===== src/rtl/cpu_mem_bridge.sv =====
// Bridges the core's single-cycle load/store/fetch request onto a 16-bit
// little-endian memory port, splitting each access into 1..4 halfword beats.
module cpu_mem_bridge #(
   parameter int ADDR_W = 32,
   parameter int DATA_W = 48
) (
   input  logic              clk,
   input  logic              rst,
   input  logic              cpu_req_valid,
   input  logic              cpu_req_we,
   input  logic [1:0]        cpu_req_sz,
   input  logic [ADDR_W-1:0] cpu_addr,
   input  logic [DATA_W-1:0] cpu_wdata,
   output logic              cpu_enable,
   output logic [DATA_W-1:0] cpu_rdata,
   output logic              mem_req,
   output logic              mem_we,
   output logic [ADDR_W-1:0] mem_addr,
   output logic [15:0]       mem_wdata,
   output logic [1:0]        mem_be,
   input  logic              mem_ack,
   input  logic [15:0]       mem_rdata
);

   localparam int NBYTES = DATA_W / 8;

   typedef enum logic [1:0] {
      ST_IDLE,
      ST_BUSY,
      ST_DONE
   } state_t;

   function automatic logic [2:0] size_bytes(input logic [1:0] sz);
      case (sz)
         2'd0:    return 3'd1;
         2'd1:    return 3'd2;
         2'd2:    return 3'd4;
         default: return 3'd6;
      endcase
   endfunction

   state_t              state_reg;
   logic                we_reg;
   logic [1:0]          sz_reg;
   logic [ADDR_W-1:0]   addr_reg;
   logic [DATA_W-1:0]   wdata_reg;
   logic [1:0]          k_reg;
   logic [DATA_W-1:0]   acc_reg;
   logic [DATA_W-1:0]   acc_next;
   logic [DATA_W-1:0]   cpu_rdata_reg;
   logic                mem_req_reg;
   logic                mem_we_reg;
   logic [ADDR_W-1:0]   mem_addr_reg;
   logic [15:0]         mem_wdata_reg;
   logic [1:0]          mem_be_reg;

   logic                is_idle;
   logic [ADDR_W-1:0]   src_addr;
   logic                src_off;
   logic [2:0]          src_n;
   logic [DATA_W-1:0]   src_wdata;
   logic [1:0]          src_k;
   logic [ADDR_W-1:0]   beat_addr_next;
   logic [1:0]          beat_be_next;
   logic [15:0]         beat_wdata_next;
   logic [2:0]          last_span;
   logic [1:0]          last_k;
   logic [2:0]          cur_j [0:1];

   // Next-beat fields come from the live inputs on acceptance and from the
   // latched request when advancing to the following beat.
   assign is_idle   = (state_reg == ST_IDLE);
   assign src_addr  = is_idle ? cpu_addr  : addr_reg;
   assign src_off   = src_addr[0];
   assign src_n     = size_bytes(is_idle ? cpu_req_sz : sz_reg);
   assign src_wdata = is_idle ? cpu_wdata : wdata_reg;
   assign src_k     = is_idle ? 2'd0 : k_reg + 2'd1;

   assign beat_addr_next = {src_addr[ADDR_W-1:1], 1'b0} + ADDR_W'({src_k, 1'b0});

   // Last beat index is B-1 = (off + n - 1) / 2.
   assign last_span = size_bytes(sz_reg) + {2'b00, addr_reg[0]} - 3'd1;
   assign last_k    = 2'(last_span >> 1);

   genvar gi;
   generate
      for (gi = 0; gi < 2; gi++) begin : g_lane
         // Access byte index plus one, so the lane before the access start is 0.
         logic [3:0] j_plus;
         logic [7:0] lane_wdata;

         assign j_plus = {1'b0, src_k, 1'b0} + 4'(gi + 1) - {3'b000, src_off};
         assign beat_be_next[gi] = (j_plus != 4'd0) && (j_plus <= {1'b0, src_n});

         always_comb begin
            lane_wdata = 8'h00;
            for (int b = 0; b < NBYTES; b++) begin
               if (beat_be_next[gi] && (j_plus == 4'(b + 1))) begin
                  lane_wdata = src_wdata[b*8 +: 8];
               end
            end
         end

         assign beat_wdata_next[gi*8 +: 8] = lane_wdata;
         assign cur_j[gi] = {k_reg, 1'b0} + 3'(gi) - {2'b00, addr_reg[0]};
      end

      for (gi = 0; gi < NBYTES; gi++) begin : g_acc
         logic [7:0] acc_byte;

         always_comb begin
            acc_byte = acc_reg[gi*8 +: 8];
            if (mem_be_reg[0] && (cur_j[0] == 3'(gi))) begin
               acc_byte = mem_rdata[7:0];
            end
            if (mem_be_reg[1] && (cur_j[1] == 3'(gi))) begin
               acc_byte = mem_rdata[15:8];
            end
         end

         assign acc_next[gi*8 +: 8] = acc_byte;
      end
   endgenerate

   always_ff @(posedge clk) begin
      if (rst) begin
         state_reg     <= ST_IDLE;
         we_reg        <= 1'b0;
         sz_reg        <= 2'd0;
         addr_reg      <= '0;
         wdata_reg     <= '0;
         k_reg         <= 2'd0;
         acc_reg       <= '0;
         cpu_rdata_reg <= '0;
         mem_req_reg   <= 1'b0;
         mem_we_reg    <= 1'b0;
         mem_addr_reg  <= '0;
         mem_wdata_reg <= 16'h0000;
         mem_be_reg    <= 2'b00;
      end else begin
         case (state_reg)
            ST_IDLE: begin
               if (cpu_req_valid) begin
                  we_reg        <= cpu_req_we;
                  sz_reg        <= cpu_req_sz;
                  addr_reg      <= cpu_addr;
                  wdata_reg     <= cpu_wdata;
                  k_reg         <= 2'd0;
                  acc_reg       <= '0;
                  mem_req_reg   <= 1'b1;
                  mem_we_reg    <= cpu_req_we;
                  mem_addr_reg  <= beat_addr_next;
                  mem_be_reg    <= beat_be_next;
                  mem_wdata_reg <= cpu_req_we ? beat_wdata_next : 16'h0000;
                  state_reg     <= ST_BUSY;
               end
            end
            ST_BUSY: begin
               if (mem_ack) begin
                  acc_reg <= acc_next;
                  if (k_reg == last_k) begin
                     mem_req_reg   <= 1'b0;
                     mem_be_reg    <= 2'b00;
                     mem_wdata_reg <= 16'h0000;
                     if (!we_reg) begin
                        cpu_rdata_reg <= acc_next;
                     end
                     state_reg <= ST_DONE;
                  end else begin
                     k_reg         <= k_reg + 2'd1;
                     mem_addr_reg  <= beat_addr_next;
                     mem_be_reg    <= beat_be_next;
                     mem_wdata_reg <= we_reg ? beat_wdata_next : 16'h0000;
                  end
               end
            end
            default: begin
               state_reg <= ST_IDLE;
            end
         endcase
      end
   end

   assign cpu_enable = !rst && ((is_idle && !cpu_req_valid) || (state_reg == ST_DONE));
   assign cpu_rdata  = cpu_rdata_reg;
   assign mem_req    = mem_req_reg;
   assign mem_we     = mem_we_reg;
   assign mem_addr   = mem_addr_reg;
   assign mem_wdata  = mem_wdata_reg;
   assign mem_be     = mem_be_reg;

endmodule


===== config.mk =====
export PLATFORM = sky130hd
export DESIGN_NAME = cpu_mem_bridge
export DESIGN_NICKNAME = d
export VERILOG_FILES = /design/src/rtl/cpu_mem_bridge.sv
export SDC_FILE = /design/constraint.sdc
export NUM_CORES = 1
export LEC_CHECK = 0
export ABC_AREA = 1
export CORE_MARGIN = 2
export CORE_UTILIZATION = 55
export CTS_BUF_LIST = sky130_fd_sc_hd__clkbuf_4 sky130_fd_sc_hd__clkbuf_8 sky130_fd_sc_hd__clkbuf_16
export DETAILED_ROUTE_END_ITERATION = 8
export GPL_TIMING_DRIVEN = 0
export HOLD_SLACK_MARGIN = 0.03
export MAX_ROUTING_LAYER = met4
export PLACE_DENSITY = 0.81
export SKIP_LAST_GASP = 1
export SYNTH_ARGS = -nofsm -noshare
export SYNTH_HDL_FRONTEND = slang
export SYNTH_SLANG_ARGS = --single-unit

===== constraint.sdc =====
create_clock -name clk -period 4.2 [get_ports clk]
set_input_delay 0.84 -clock clk [delete_from_list [all_inputs] [get_ports clk]]
set_output_delay 0.84 -clock clk [all_outputs]
set_load 0.01 [all_outputs]

## Word level (Yosys, flattened, before mapping)

Cells that the tools add are included.

- Output and inout port bits: 101
- Flip-flop bits (word level): 234
- Word-level logic and storage cells: 163
- Input port bits: 103

- Reductions and logical operators: 45
- Eq/ne operators: 33
- Order comparisons: 2
- Add/subtract/negate cells: 11
- Bitwise operators: 1
- Muxes and demuxes: 59

Operator list:

| kind | number |
|---|---|
| $mux 8 | 24 |
| $mux 48 | 3 |
| $mux 32 | 4 |
| $pmux 48 s2 | 1 |
| $mux 16 | 5 |
| $pmux 32 s2 | 1 |
| $add 32x3->32 | 1 |
| $pmux 16 s2 | 1 |
| $logic_and 1x1->1 | 28 |
| $eq 4x3->1 const B | 6 |
| $mux 2 | 11 |
| $pmux 3 s3 | 2 |
| $eq 4x2->1 const B | 4 |
| $eq 3x2->1 const B | 4 |
| $eq 3x3->1 const B | 4 |
| $pmux 2 s2 | 3 |
| $reduce_and 4->1 | 3 |
| $eq 4x1->1 const B | 2 |
| $le 4x3->1 | 2 |
| $ne 2x2->1 const B | 4 |
| $reduce_bool 4->1 | 2 |
| $sub 4x1->4 | 2 |
| $eq 2x1->1 const B | 3 |
| $eq 2x2->1 const B | 3 |
| 19 further kinds | 28 |

## Logic depth before layout (Yosys ltp)

Gate-level depths: netlist of the first run.

- Word-level depth: 17
- Gate-level depth with buffers: 25
- Gate-level depth less buffers: 20

## Worst setup path after synthesis of the first run

No wires, ideal clock.

- Path type: register to register
- Start: reg state_reg[1]
- End: reg mem_wdata_reg[6], in the netlist mem_wdata[6]
- Setup slack: 1.031 ns
- Clock period less this slack: 3.169 ns
- Data required time: 4.068 ns
- Stages on the path, launching flop included: 21
- Buffers on the path: 5
- Arrival: 3.037 ns
- Library setup time: 0.132 ns
- Cell sequence: dfxtp_1 > nor2_4 > buf_6 > buf_6 > buf_2 > buf_2 > nand2_1 > o21ai_0 > inv_1 > and2_1 > ha_1 > nand3b_1 > nand2_1 > nand2_2 > nor3_2 > buf_2 > nand2_1 > nand2_1 > inv_1 > nand2_1 > a21oi_1

- Word-level cells in the longest chain between the ends: 17
- Elaborated cells between the ends (all ways): 43

RTL lines:

| element | RTL line | source |
|---|---|---|
| from (decl) | 42 | `state_t state_reg;` |
| from (signal assigned) | 127 | `state_reg <= ST_IDLE;` |
| from (signal assigned) | 155 | `state_reg <= ST_BUSY;` |
| from (signal assigned) | 168 | `state_reg <= ST_DONE;` |
| $logic_not 2->1 | 72, 141 |  |
| $mux 2, on equally long branches | 77, 75 |  |
| $add 3x1->4, or another cell as far along | 92 | `assign j_plus = {1'b0, src_k, 1'b0} + 4'(gi + 1) - {3'b000, src_off};` |
| $sub 4x1->4 / $pmux 3 s3 (equally long branches) | 92, 34 |  |
| $le 4x3->1 / $reduce_bool 4->1 (equally long branches) | 93 | `assign beat_be_next[gi] = (j_plus != 4'd0) && (j_plus <= {1'b0, src_n});` |
| $logic_and 1x1->1 | 93 |  |
| $logic_and 1x1->1 | 98 | `if (beat_be_next[gi] && (j_plus == 4'(b + 1))) begin` |
| $mux 8 (6 in series) | 98 |  |
| $mux 16 | 173 | `mem_wdata_reg <= we_reg ? beat_wdata_next : 16'h0000;` |
| $mux 16 | 161 | `if (k_reg == last_k) begin` |
| $mux 16 | 159 | `if (mem_ack) begin` |
| $pmux 16 s2 | 141 | `case (state_reg)` |
| to (signal assigned) | 154 | `mem_wdata_reg <= cpu_req_we ? beat_wdata_next : 16'h0000;` |
| to (signal assigned) | 173 |  |
| to (decl) | 54 | `logic [15:0] mem_wdata_reg;` |

Several ways; a longest one is shown, not always the timed one. The select of a mux whose other input is x is not followed.
A chain may end at the register's enable or synchronous reset.

## Final worst setup path of the first run

- Start: in rst
- End: out cpu_enable

- Word-level cells in the longest chain between the ends: 2

RTL lines:

| element | RTL line | source |
|---|---|---|
| from (decl) | 8 | `input logic rst,` |
| $logic_not 1->1 | 184 | `assign cpu_enable = !rst && ((is_idle && !cpu_req_valid) \|\| (state_reg == ST_DONE));` |
| $logic_and 1x1->1 | 184 |  |
| to (decl) | 14 | `output logic cpu_enable,` |

Every way passes these cells.

==> metrics, run 1 <==
worst setup path start=rst; Initial DRT Pass Iterations=7; Reg-to-Reg End=mem_wdata[7]; synthesized area per cell=6.54 µm²; Cells after Synth=1977; clock skew=0.0106 ns; Slew Limit Headroom=49.9%; Reg2Reg Depth=19; Crit path arrival time=3.18 ns; Worst R2R Setup Slack=0.42 ns; maximum VDD drop=0.345 mV; largest net degree at the start of global routing=14; Post-synth ARST share=0%; EDFF count, synth=0; largest cells by area after synthesis=dfxtp_1, nand2_1, o21ai_0; core box area=23300 µm²; P_leak=6.86 nW; WHS Path Cells=2; initial antenna violation count=1; crit start category=primary input; cts bufs inserted=26; Final HPWL DP=33700 µm; part of the power in registers=35.1%; port buffer count=202; most common cell in the netlist=nand2_1; main flop type after synthesis=dfxtp_1; WP data required=3.36 ns; Worst setup EP type=primary output; clock sinks=233; die width=157 µm; residual overflow from global routing=0; synth-to-layout area growth=26.8%; max-cap viol count=0; gp weighted congestion=0.945; Clk pwr share=37.0%; post-route cell area=16400 µm²; Yosys warning count=0; Initial Utilization=55.6%; Final #Nets=2325; Cell variety after synth=45; final setup TNS=0 ns; largest area contributor in the netlist=dfxtp_1; Clock Root Buffer=clkbuf_16; achievable frequency=0.248 GHz; worst-skew pair later-pin latency=0.54 ns; fraction of layout cells with a size suffix above 1=7.77%; Area after DPL=15300 µm²; cts-stage hold buffer count=0; status=finished, final reports clean; Crit Path Max Fanout=10; number of global-route vias before repair=13000; Post-synth top cells=nand2_1, inv_1, dfxtp_1; I/O pin count=204; final wirelength=45000 µm; hold crit path type=flop to flop; Slew Limit Fails=0; via density per instance=5.57; Tot GR Track Use=36.4%; first-pass GRT wire length=68900 µm; synthesized netlist net count=2095; DRC Markers=0; Routed WL per cell=17.7 µm; Via Count=14200; Net Sw Power=0.00236 W; Rows=56; crit share post-route=95.8%; Switching Share=33.2%; antenna-violating nets left=0; Critical Path Sink=cpu_enable; RSZ-0062 raised after global routing=no; Comb pwr share=27.9%; Reg clk slew, reported paths=0.06 ns; CTS tree=done; Yosys top cell area share=36.1%; Worst-Margin Slew=0.752 ns; DIE AREA=24700 µm²; die height=157 µm; launch point of the worst reg-to-reg path=state_reg[1]; Seq/Total Area, Yosys=36.1%; DRT iter0 DRCs=1368; critical path class=primary input to primary output; H-tree Lvls=1; final critical-path required period=4.02 ns; Pint=0.00475 W; PwrDens=433 nW/µm²; cell area after synthesis=12900 µm²; Clock Path Buffers=3; register bit count reported by yosys=233; Hold Violations, Final=0; final setup vio count=0
## worst min path at each step
stage                  from  slack [ns]            to
2_1_floorplan  addr_reg[30]        0.42  addr_reg[30]
3_3_place_gp   addr_reg[31]        0.43  addr_reg[31]
3_5_place_dp   addr_reg[30]        0.44  addr_reg[30]
4_1_cts        addr_reg[30]        0.45  addr_reg[30]
5_1_grt        addr_reg[29]        0.48  addr_reg[29]
6_report       addr_reg[30]        0.45  addr_reg[30]
## metal layers
layer	global-route usage [%]	share of wire, %	vias to the layer above
li1	-	-	6844
met1	47.8	42	6492
met2	57.0	45	721
met3	4.98	8.9	132
met4	14.3	4.1	0
met5	-	0	-
## layout make-up
cell class              instances  area [µm²]
inverters                     278        1050
flip-flops and latches        233        4660
clock buffers                  35         773
well taps                     319         399
repair buffers                203        2030
multi-input cells            1352        6710
fillers                      2029        6880
clock inverters                13         224
plain buffers                 113         536
diodes                          1        2.50
## power by group through the flow
stage | clock network (W) | registers [W] | logic, W
floorplan | 0 | 0.00256 | 0.00113
CTS | 0.00263 | 0.00249 | 0.00193
finish | 0.00263 | 0.00250 | 0.00198
detailed placement | 0 | 0.00254 | 0.00191
global route | 0.00273 | 0.00251 | 0.00216
global placement | 0 | 0.00253 | 0.00189
## critical path, stage by stage
cell and delay (ns):
clkdlybuf4s50_1 0.53, clkbuf_1 0.53, clkbuf_1 0.60, a211oi_1 0.15, clkdlybuf4s50_1 0.53
## placed cells by master (no fill, tap or decap), types with 14 or more instances in the layout
cell type and instances:
nand2_1 497, inv_1 263, dfxtp_1 233, o21ai_0 229, a21oi_1 204, clkdlybuf4s50_1 202
nor2_1 118, clkbuf_1 70, nand3_1 64, o211ai_1 45, nand4_1 39, clkbuf_16 27
buf_2 26, a211oi_1 18, nand2_2 16, inv_2 14, nor2_2 14
## kinds of logic after synthesis
family          Yosys count  share of synthesized area (%)
flops                   233                           36.1
other cells               1                         0.0290
fa+ha+maj                15                           1.57
buf+inv                 392                           12.2
compound gates          536                           22.8
simple gates            784                           26.2
xor+xnor                 16                           1.08
## metrics by stage
| step | instances | hold slack, ns | utilization (%) | total power [W] | setup WS (ns) |
|---|---|---|---|---|---|
| after global placement | 2498 | 0.434 | 66.0 | 0.00442 | 0.104 |
| after global routing | 2547 | 0.477 | 70.4 | 0.00740 | 0.153 |
| after floorplan | 1977 | 0.425 | - | 0.00368 | 1.03 |
| after detailed placement | 2498 | 0.440 | 66.0 | 0.00445 | 0.0951 |
| final | 2547 | 0.449 | 70.4 | 0.00710 | 0.175 |
| after CTS | 2546 | 0.449 | 70.3 | 0.00705 | 0.0287 |
## timing repair
item                                    4_1_cts  5_1_grt
setup buffers                                 0        1
endpoints found under the setup margin        0       16
resized for setup                             0       13
(Power assumes the default switching activity.)
==> run 2: changes to the inputs <==
PLACE_DENSITY = 0.87   (was 0.81)
==> run 2 against run 1 <==
Net effect:
- first-iteration DRC count is 1.5% higher
- combinational power hardly changed
- die area stayed put
- critical path type unchanged
- largest power group unchanged
- largest cell class unchanged
- worst setup slack better by 0.048 ns
==> metrics, run 2 (synthesized netlist as in run 1, its figures left out) <==
Routed WL per cell=18.0 µm (+2.1%); Initial DRT Pass Iterations=6 (-1); Final #Nets=2330 (+0.22%); fraction of layout cells with a size suffix above 1=7.75% (-0.017 points); crit start category=primary input; Final HPWL DP=34000 µm (+0.94%); RSZ-0062 raised after global routing=no; Slew Limit Headroom=48.4% (-1.4 points); initial antenna violation count=0 (-1); commonest non-fill, non-tap cell in the layout=nand2_1; DIE AREA=24700 µm² (unchanged); first-pass GRT wire length=70400 µm (+2.2%); WP data required=3.36 ns (about the same); achievable frequency=0.251 GHz (+1.2%); worst-skew pair later-pin latency=0.55 ns (about the same); gp weighted congestion=0.992 (+5.0%); PwrDens=435 nW/µm² (+0.29%); via density per instance=5.66 (+1.5%); port buffer count=202 (unchanged); Worst-Margin Slew=0.773 ns (+0.0216 ns); Reg clk slew, reported paths=0.06 ns (about the same); H-tree Lvls=1 (unchanged); Clock Path Buffers=3 (unchanged); Crit Path Max Fanout=10 (unchanged); synth-to-layout area growth=27.0%; antenna-violating nets left=0 (unchanged); CTS tree=done; Hold Violations, Final=0 (unchanged); most frequent cells in the layout=nand2_1, inv_1, dfxtp_1, o21ai_0, a21oi_1; Initial Utilization=55.6% (unchanged); Tot GR Track Use=37.2% (+0.83 points); CP max stage delay=0.57 ns (-0.03 ns); WHS=0.448 ns (-0.000771 ns); critical path class=primary input to primary output; I/O pin count=204 (unchanged); max-cap viol count=0 (unchanged); residual overflow from global routing=0 (unchanged); clock sinks=233 (unchanged); crit share post-route=94.7% (-1.1 points); core box area=23300 µm² (unchanged); CP max stage cell=clkbuf_1; cts bufs inserted=26 (unchanged); die width=157 µm (unchanged); largest net degree at the start of global routing=15 (+1); Worst setup EP type=primary output; Clock Root Buffer=clkbuf_16; DRT iter0 DRCs=1389 (+1.5%); Final Total Pwr=0.00714 W (+0.48%); hold crit path type=flop to flop; cts-stage hold buffer count=0 (unchanged); maximum VDD drop=0.396 mV (+15%); number of global-route vias before repair=13400 (+3.4%); Slew Limit Fails=0 (unchanged); Area after DPL=15300 µm² (unchanged); clock skew=0.00904 ns (-0.00153 ns); ANT cells=0 (-1); DRC Markers=0 (unchanged); status=finished, final reports clean; post-route cell area=16400 µm² (+0.19%); CP Cell Sequence=clkdlybuf4s50_1 -> clkbuf_1 -> clkbuf_1 -> a211oi_1 -> clkdlybuf4s50_1; final wirelength=46000 µm (+2.3%); final critical-path required period=3.98 ns (-0.0476 ns); P_leak=6.89 nW (+0.33%); final setup TNS=0 ns (unchanged); Crit path arrival time=3.14 ns (-0.04 ns); die height=157 µm (unchanged); Rows=56 (unchanged); Via Count=14400 (+1.7%); final setup vio count=0 (unchanged)
-- run 2: changes by cell type in the layout (fill, tap and decap cells not counted), moves of 2 or more --
| cell | previous run | this run |
|---|---|---|
| buf_4 | 6 | 11 |
| clkbuf_1 | 70 | 72 |
| clkbuf_2 | 2 | 0 |
| clkbuf_8 | 6 | 3 |
| clkinv_4 | 1 | 3 |
-- run 2: critical path: cells and delay by family --
kind            cells  cell delay [ns]
compound gates      1             0.18
buf+inv             4             2.10
-- run 2: path summary, 6_finish.rpt --
kind	start	to	slack, ns	cells after the start
max	rst	cpu_enable	0.22	5
min	addr_reg[31]	addr_reg[31]	0.45	2
max reg2reg	state_reg[1]	mem_wdata[0]	0.32	18
min reg2reg	addr_reg[31]	addr_reg[31]	0.45	2
-- run 2: metrics by stage --
step                instances  utilization, %  setup WS [ns]
floorplan                1977               -           1.03
global placement         2498            66.0         0.0141
detailed placement       2498            66.0        0.00451
CTS                      2546            70.4          0.110
global route             2551            70.6          0.170
finish                   2551            70.6          0.223
-- run 2: metal layers --
layer | vias up | GRT usage, % | routed length (µm)
met5 | - | - | 0
met4 | 0 | 17.2 | 2350
met3 | 163 | 6.19 | 4130
met2 | 746 | 59.0 | 20900
met1 | 6672 | 46.6 | 18600
li1 | 6849 | - | -
-- run 2: repair_timing --
action,in CTS,in global routing
resized for setup,4,3
setup endpoints to repair,6,12
setup buffers,0,6
pin swaps,0,3
cloned,0,0
-- run 2: report_power, final --
part / internal, W / leakage, nW / total [W] / switching [W]
clock: 0.00166 / 0.490 / 0.00265 / 0.000992
combinational: 0.000695 / 4.49 / 0.00199 / 0.00129
sequential: 0.00239 / 1.91 / 0.00249 / 0.000102
total: 0.00475 / 6.89 / 0.00714 / 0.00239
-- run 2: area by class of cell --
cell class / count / area (µm²)
fill: 2015 / 6850
clock inverter: 17 / 277
timing repair buffer: 208 / 2070
inverter: 278 / 1050
buffer: 113 / 536
clock buffer: 31 / 724
tap: 319 / 399
sequential: 233 / 4660
multi-input combinational: 1352 / 6700
